[src/rtl/tail_light_seq.sv]
// Rear-lamp sequencer: progressive turn fill, hazard flash and brake overlay,
// stepping once per DIV clocks. Outputs are decoded from the next state and registered.
module tail_light_seq #(
    parameter int LAMPS = 3,
    parameter int DIV   = 1
) (
    input  logic               clk,
    input  logic               reset,
    input  logic [1:0]         direction,
    input  logic               brake,
    output logic [2*LAMPS-1:0] lamps,
    output logic               busy
);
    localparam int IDX_W = $clog2(LAMPS + 1);
    localparam int CNT_W = (DIV > 1) ? $clog2(DIV) : 1;

    typedef enum logic [2:0] {IDLE, RIGHT, LEFT, HAZ_ON, HAZ_OFF} state_t;

    state_t             state_q, state_d;
    logic [IDX_W-1:0]   idx_q, idx_d;
    logic [CNT_W-1:0]   cnt_q, cnt_d;
    logic [2*LAMPS-1:0] lamps_q, lamps_d;
    logic               busy_q, busy_d;

    logic               tick;
    logic               sample;
    logic [LAMPS-1:0]   right_fill, left_fill, side_on;

    always_comb begin
        tick    = (cnt_q == CNT_W'(DIV - 1));
        cnt_d   = tick ? '0 : cnt_q + CNT_W'(1);
        sample  = 1'b0;
        state_d = state_q;
        idx_d   = idx_q;

        if (tick) begin
            case (state_q)
                IDLE, HAZ_OFF: sample = 1'b1;
                RIGHT, LEFT: begin
                    if (idx_q == IDX_W'(LAMPS)) sample = 1'b1;
                    else                        idx_d  = idx_q + IDX_W'(1);
                end
                HAZ_ON:  state_d = HAZ_OFF;
                default: state_d = IDLE;
            endcase
        end

        // Direction is only looked at between sequences, so a running one always completes
        if (sample) begin
            idx_d = '0;
            case (direction)
                2'b01:   state_d = RIGHT;
                2'b10:   state_d = LEFT;
                2'b11:   state_d = HAZ_ON;
                default: state_d = IDLE;
            endcase
        end

        right_fill = '0;
        left_fill  = '0;
        for (int i = 0; i < LAMPS; i++) begin
            right_fill[i] = (int'(idx_d) < LAMPS) && (i + int'(idx_d) >= LAMPS - 1);
            left_fill[i]  = (int'(idx_d) < LAMPS) && (i <= int'(idx_d));
        end
        side_on = {LAMPS{brake}};

        case (state_d)
            RIGHT:   lamps_d = {side_on, right_fill};
            LEFT:    lamps_d = {left_fill, side_on};
            HAZ_ON:  lamps_d = '1;
            HAZ_OFF: lamps_d = '0;
            default: lamps_d = {2*LAMPS{brake}};
        endcase
        busy_d = (state_d != IDLE);
    end

    always_ff @(posedge clk or posedge reset) begin
        if (reset) begin
            state_q <= IDLE;
            idx_q   <= '0;
            cnt_q   <= '0;
            lamps_q <= '0;
            busy_q  <= 1'b0;
        end else begin
            state_q <= state_d;
            idx_q   <= idx_d;
            cnt_q   <= cnt_d;
            lamps_q <= lamps_d;
            busy_q  <= busy_d;
        end
    end

    assign lamps = lamps_q;
    assign busy  = busy_q;
endmodule
[config.mk]
export PLATFORM = sky130hd
export DESIGN_NAME = tail_light_seq
export DESIGN_NICKNAME = d
export VERILOG_FILES = /design/src/rtl/tail_light_seq.sv
export SDC_FILE = /design/constraint.sdc
export NUM_CORES = 1
export LEC_CHECK = 0
export BUFFER_PORTS_ARGS = -buffer_cell sky130_fd_sc_hd__buf_2
export CAP_MARGIN = 20
export CELL_PAD_IN_SITES_DETAIL_PLACEMENT = 1
export CELL_PAD_IN_SITES_GLOBAL_PLACEMENT = 2
export CORE_UTILIZATION = 34
export DETAILED_ROUTE_END_ITERATION = 8
export GPL_ROUTABILITY_DRIVEN = 1
export HOLD_SLACK_MARGIN = 0.15
export PLACE_DENSITY = 0.79
export SYNTH_ARGS = -nofsm -noshare
export SYNTH_HDL_FRONTEND = slang
export SYNTH_SLANG_ARGS = --single-unit
[constraint.sdc]
create_clock -name clk -period 3.2 [get_ports clk]
set_input_delay 0.8 -clock clk [delete_from_list [all_inputs] [get_ports clk]]
set_output_delay 0.8 -clock clk [all_outputs]
set_load 0.05 [all_outputs]
==> results.rst <==
.. list-table::
   :header-rows: 1

   * - Metric
     - Value
   * - Result of the run
     - finished clean
   * - Data arrival time of the critical path
     - 1970 ps
   * - Clk root buf
     - sky130_fd_sc_hd__clkbuf_4
   * - Skew final
     - 2.219 ps
   * - Total overflow reported by the global router
     - 0
   * - Vias after detailed routing
     - 412
   * - Number of nets still failing antenna checks after routing
     - 0
   * - Total number of clock tree sinks
     - 12
   * - Share of Yosys cell area claimed by the top area cell type
     - 0.5418
   * - Post-CTS setup repair buffer count
     - 0
   * - Die Y
     - 42.38 um
   * - First-pass iteration count of the detailed router
     - 4
   * - Initial cell density of the core
     - 0.3679
   * - Startpoint kind of the worst setup timing path
     - flip-flop
   * - Count leader, synth
     - sky130_fd_sc_hd__dfrtp_1
   * - Clock slew at the register clock pins of the worst setup and hold paths
     - 70 ps
   * - Leading cell types by count after synthesis
     - 12 x sky130_fd_sc_hd__dfrtp_1, 6 x sky130_fd_sc_hd__a31oi_1, 5 x sky130_fd_sc_hd__a21oi_1
   * - Wirelength, routed
     - 1161 um
   * - Final-report max-slew violation count
     - 0
   * - Maximum frequency from static timing analysis
     - 560.5 MHz
   * - Fraction of the yosys area taken by sequential cells
     - 0.5418
   * - Die width
     - 42.38 um
   * - Maximum level of the CTS H-tree
     - 1
   * - Min Clock Period, post-route
     - 1784 ps
   * - Setup-failing EPs final
     - 0
   * - Routed met3 length
     - 43 um
   * - Clock Path Buffers
     - 2
   * - Number of max-cap violations
     - 0
   * - Number of standard cells after synthesis
     - 50
   * - Synthesized Nets
     - 57
   * - Per-instance average area after synthesis
     - 11.09 um^2
   * - Area taken by multi-input logic gates
     - 221.5 um^2
   * - Library cells used by synthesis
     - 19
   * - Endpoint required time on the critical path
     - 3380 ps
   * - Number of enable flip-flop cells after synthesis
     - 0
   * - Worst-case headroom to the max-slew limit
     - 0.6971
   * - Post-route fraction of the period consumed by the critical path
     - 0.5575
   * - Sum of routed wire segments on met1
     - 598 um
   * - Number of clock buffers inserted by TritonCTS
     - 3
   * - Top cells by area in the synthesized netlist
     - sky130_fd_sc_hd__dfrtp_1 54%, sky130_fd_sc_hd__a31oi_1 6.8%, sky130_fd_sc_hd__a21oi_1 4.5%
   * - Worst Reg-to-Reg Cells
     - 5
   * - Unrepaired setup endpoints after global routing
     - false
   * - Area growth syn-to-layout
     - 18.28%
   * - Violation count after the first detailed-routing iteration
     - 5
   * - Sum Neg Setup Slack
     - 0 ps
   * - Number of port buffers
     - 11
   * - Die Footprint
     - 1796 um^2
   * - Antenna violations before repair
     - 0
   * - Via density per instance
     - 5.215
   * - Number of nets in the final layout
     - 71
   * - Number of antenna repair diodes
     - 0
   * - Placeable core region
     - 1506 um^2
   * - Maximum number of pins on one net before global-route repair
     - 13
   * - Ratio of cells with drive above 1 in the final layout
     - 0.3333
   * - Worst-case register-to-register setup slack
     - 1420 ps
   * - Area taken by flip-flops and latches
     - 300.3 um^2
   * - Slew of the pin with the lowest slew margin
     - 451.7 ps
   * - Reg2reg start
     - state_q[1]
   * - Number of DRC violations after detailed routing
     - 0
   * - Primary flip-flop cell chosen by synthesis mapping
     - sky130_fd_sc_hd__dfrtp_1
   * - First-pass GRT wire length
     - 1890 um
   * - Number of inserted filler cells in the final layout
     - 174
   * - Syn. warnings
     - 0
   * - Setup Crit Path Kind
     - reg -> reg
   * - Routed met2 length
     - 519 um
   * - Syn Std Cell Area
     - 554.3 um^2
   * - Proportion of register bits with asynchronous set or reset after synthesis
     - 1.000
   * - Worst reg2reg endpoint
     - lamps[4]
   * - CP endpoint kind
     - flip-flop
   * - Library cell with the largest summed area after synthesis
     - sky130_fd_sc_hd__dfrtp_1
   * - Top Layer Used
     - met3
   * - Clock latency reported for the late side of the worst-skew pair
     - 270 ps
   * - Class of the worst hold path
     - in -> async
   * - # IOs
     - 12
   * - Site Rows
     - 14
   * - Total count of hold-check failures in the final report
     - 0
   * - Hold buffer count at cts
     - 0
   * - Number of gates resized after cts
     - 0
   * - Clock tree from TritonCTS
     - yes
   * - Global-route total usage across every layer
     - 0.1461
   * - Average routed wire per standard cell
     - 14.70 um
   * - Via count of the first global-routing pass
     - 405
   * - Final Wtd Congestion
     - 0.6947
   * - Highest fanout seen on the critical path
     - 9
   * - Register bit count reported by yosys
     - 12
## area by class of cell
type | count | share of cell area
repair buffers | 11 | 0.08397
flip-flops and latches | 12 | 0.4580
multi-input cells | 30 | 0.3378
well taps | 16 | 0.03053
inverters | 6 | 0.03435
clock buffers | 4 | 0.05534
## stage by stage
step | worst slack, ps | hold slack [ps] | std cells | cell area, um^2 | utilization
floorplan | 1620 | 511.0 | 50 | 554.3 | -
global placement | 1522 | 592.8 | 75 | 619.3 | 0.4111
detailed placement | 1471 | 613.5 | 75 | 619.3 | 0.4111
CTS | 1453 | 517.2 | 79 | 655.6 | 0.4352
global route | 1355 | 543.2 | 79 | 655.6 | 0.4352
finish | 1416 | 510.9 | 79 | 655.6 | 0.4352
## critical path, stage by stage (launching register included)
cell                      delay, ps
sky130_fd_sc_hd__dfrtp_1        490
sky130_fd_sc_hd__a21oi_1        120
sky130_fd_sc_hd__and2_1         190
sky130_fd_sc_hd__or3_1          390
sky130_fd_sc_hd__ha_1           330
sky130_fd_sc_hd__a31oi_1        170
## flip-flops by register name, summed over array words and instances, names as in the netlist
| register | cells |
|---|---|
| lamps | 6 |
| idx_q | 2 |
| state_q | 3 |
| busy | 1 |
## logic make-up (layout without fill, tap and decap cells)
kind of cell               after synthesis  in the layout  share of synthesized area
AOI/OAI and AO/OA                       16             16                     0.1874
adders and majority gates                2              2                    0.04514
buffers and inverters                    8             21                    0.05869
DFF                                     12             12                     0.5418
and+or+nand+nor                         12             12                     0.1671
## layout by cell type, fill, tap and decap left out, drive strengths merged, types with 2 or more instances in the layout
| cell type | count |
|---|---|
| dfrtp | 12 |
| a21oi | 5 |
| buf | 11 |
| nor2 | 4 |
| and3b | 2 |
| nor4bb | 2 |
| clkbuf | 4 |
| inv | 6 |
| o21a | 2 |
| a31oi | 6 |
| ha | 2 |
## worst max path at each step
stage / to / startpoint / depth (start not counted)
4_1_cts: lamps[4] / state_q[1] / 5
2_1_floorplan: lamps[4] / state_q[1] / 6
6_report: lamps[4] / state_q[1] / 5
5_1_grt: lamps[4] / state_q[1] / 5
3_5_place_dp: lamps[4] / state_q[0] / 5
3_3_place_gp: lamps[1] / state_q[1] / 5
## metal layers
metal,global-route usage,vias up
li1,-,202
met1,0.2017,203
met2,0.2000,7
met3,0.07759,0
met4,0.03750,0
met5,0,-
Power is not shown: default switching activity piles up to over one toggle a cycle in this logic, so the estimate is an artifact.
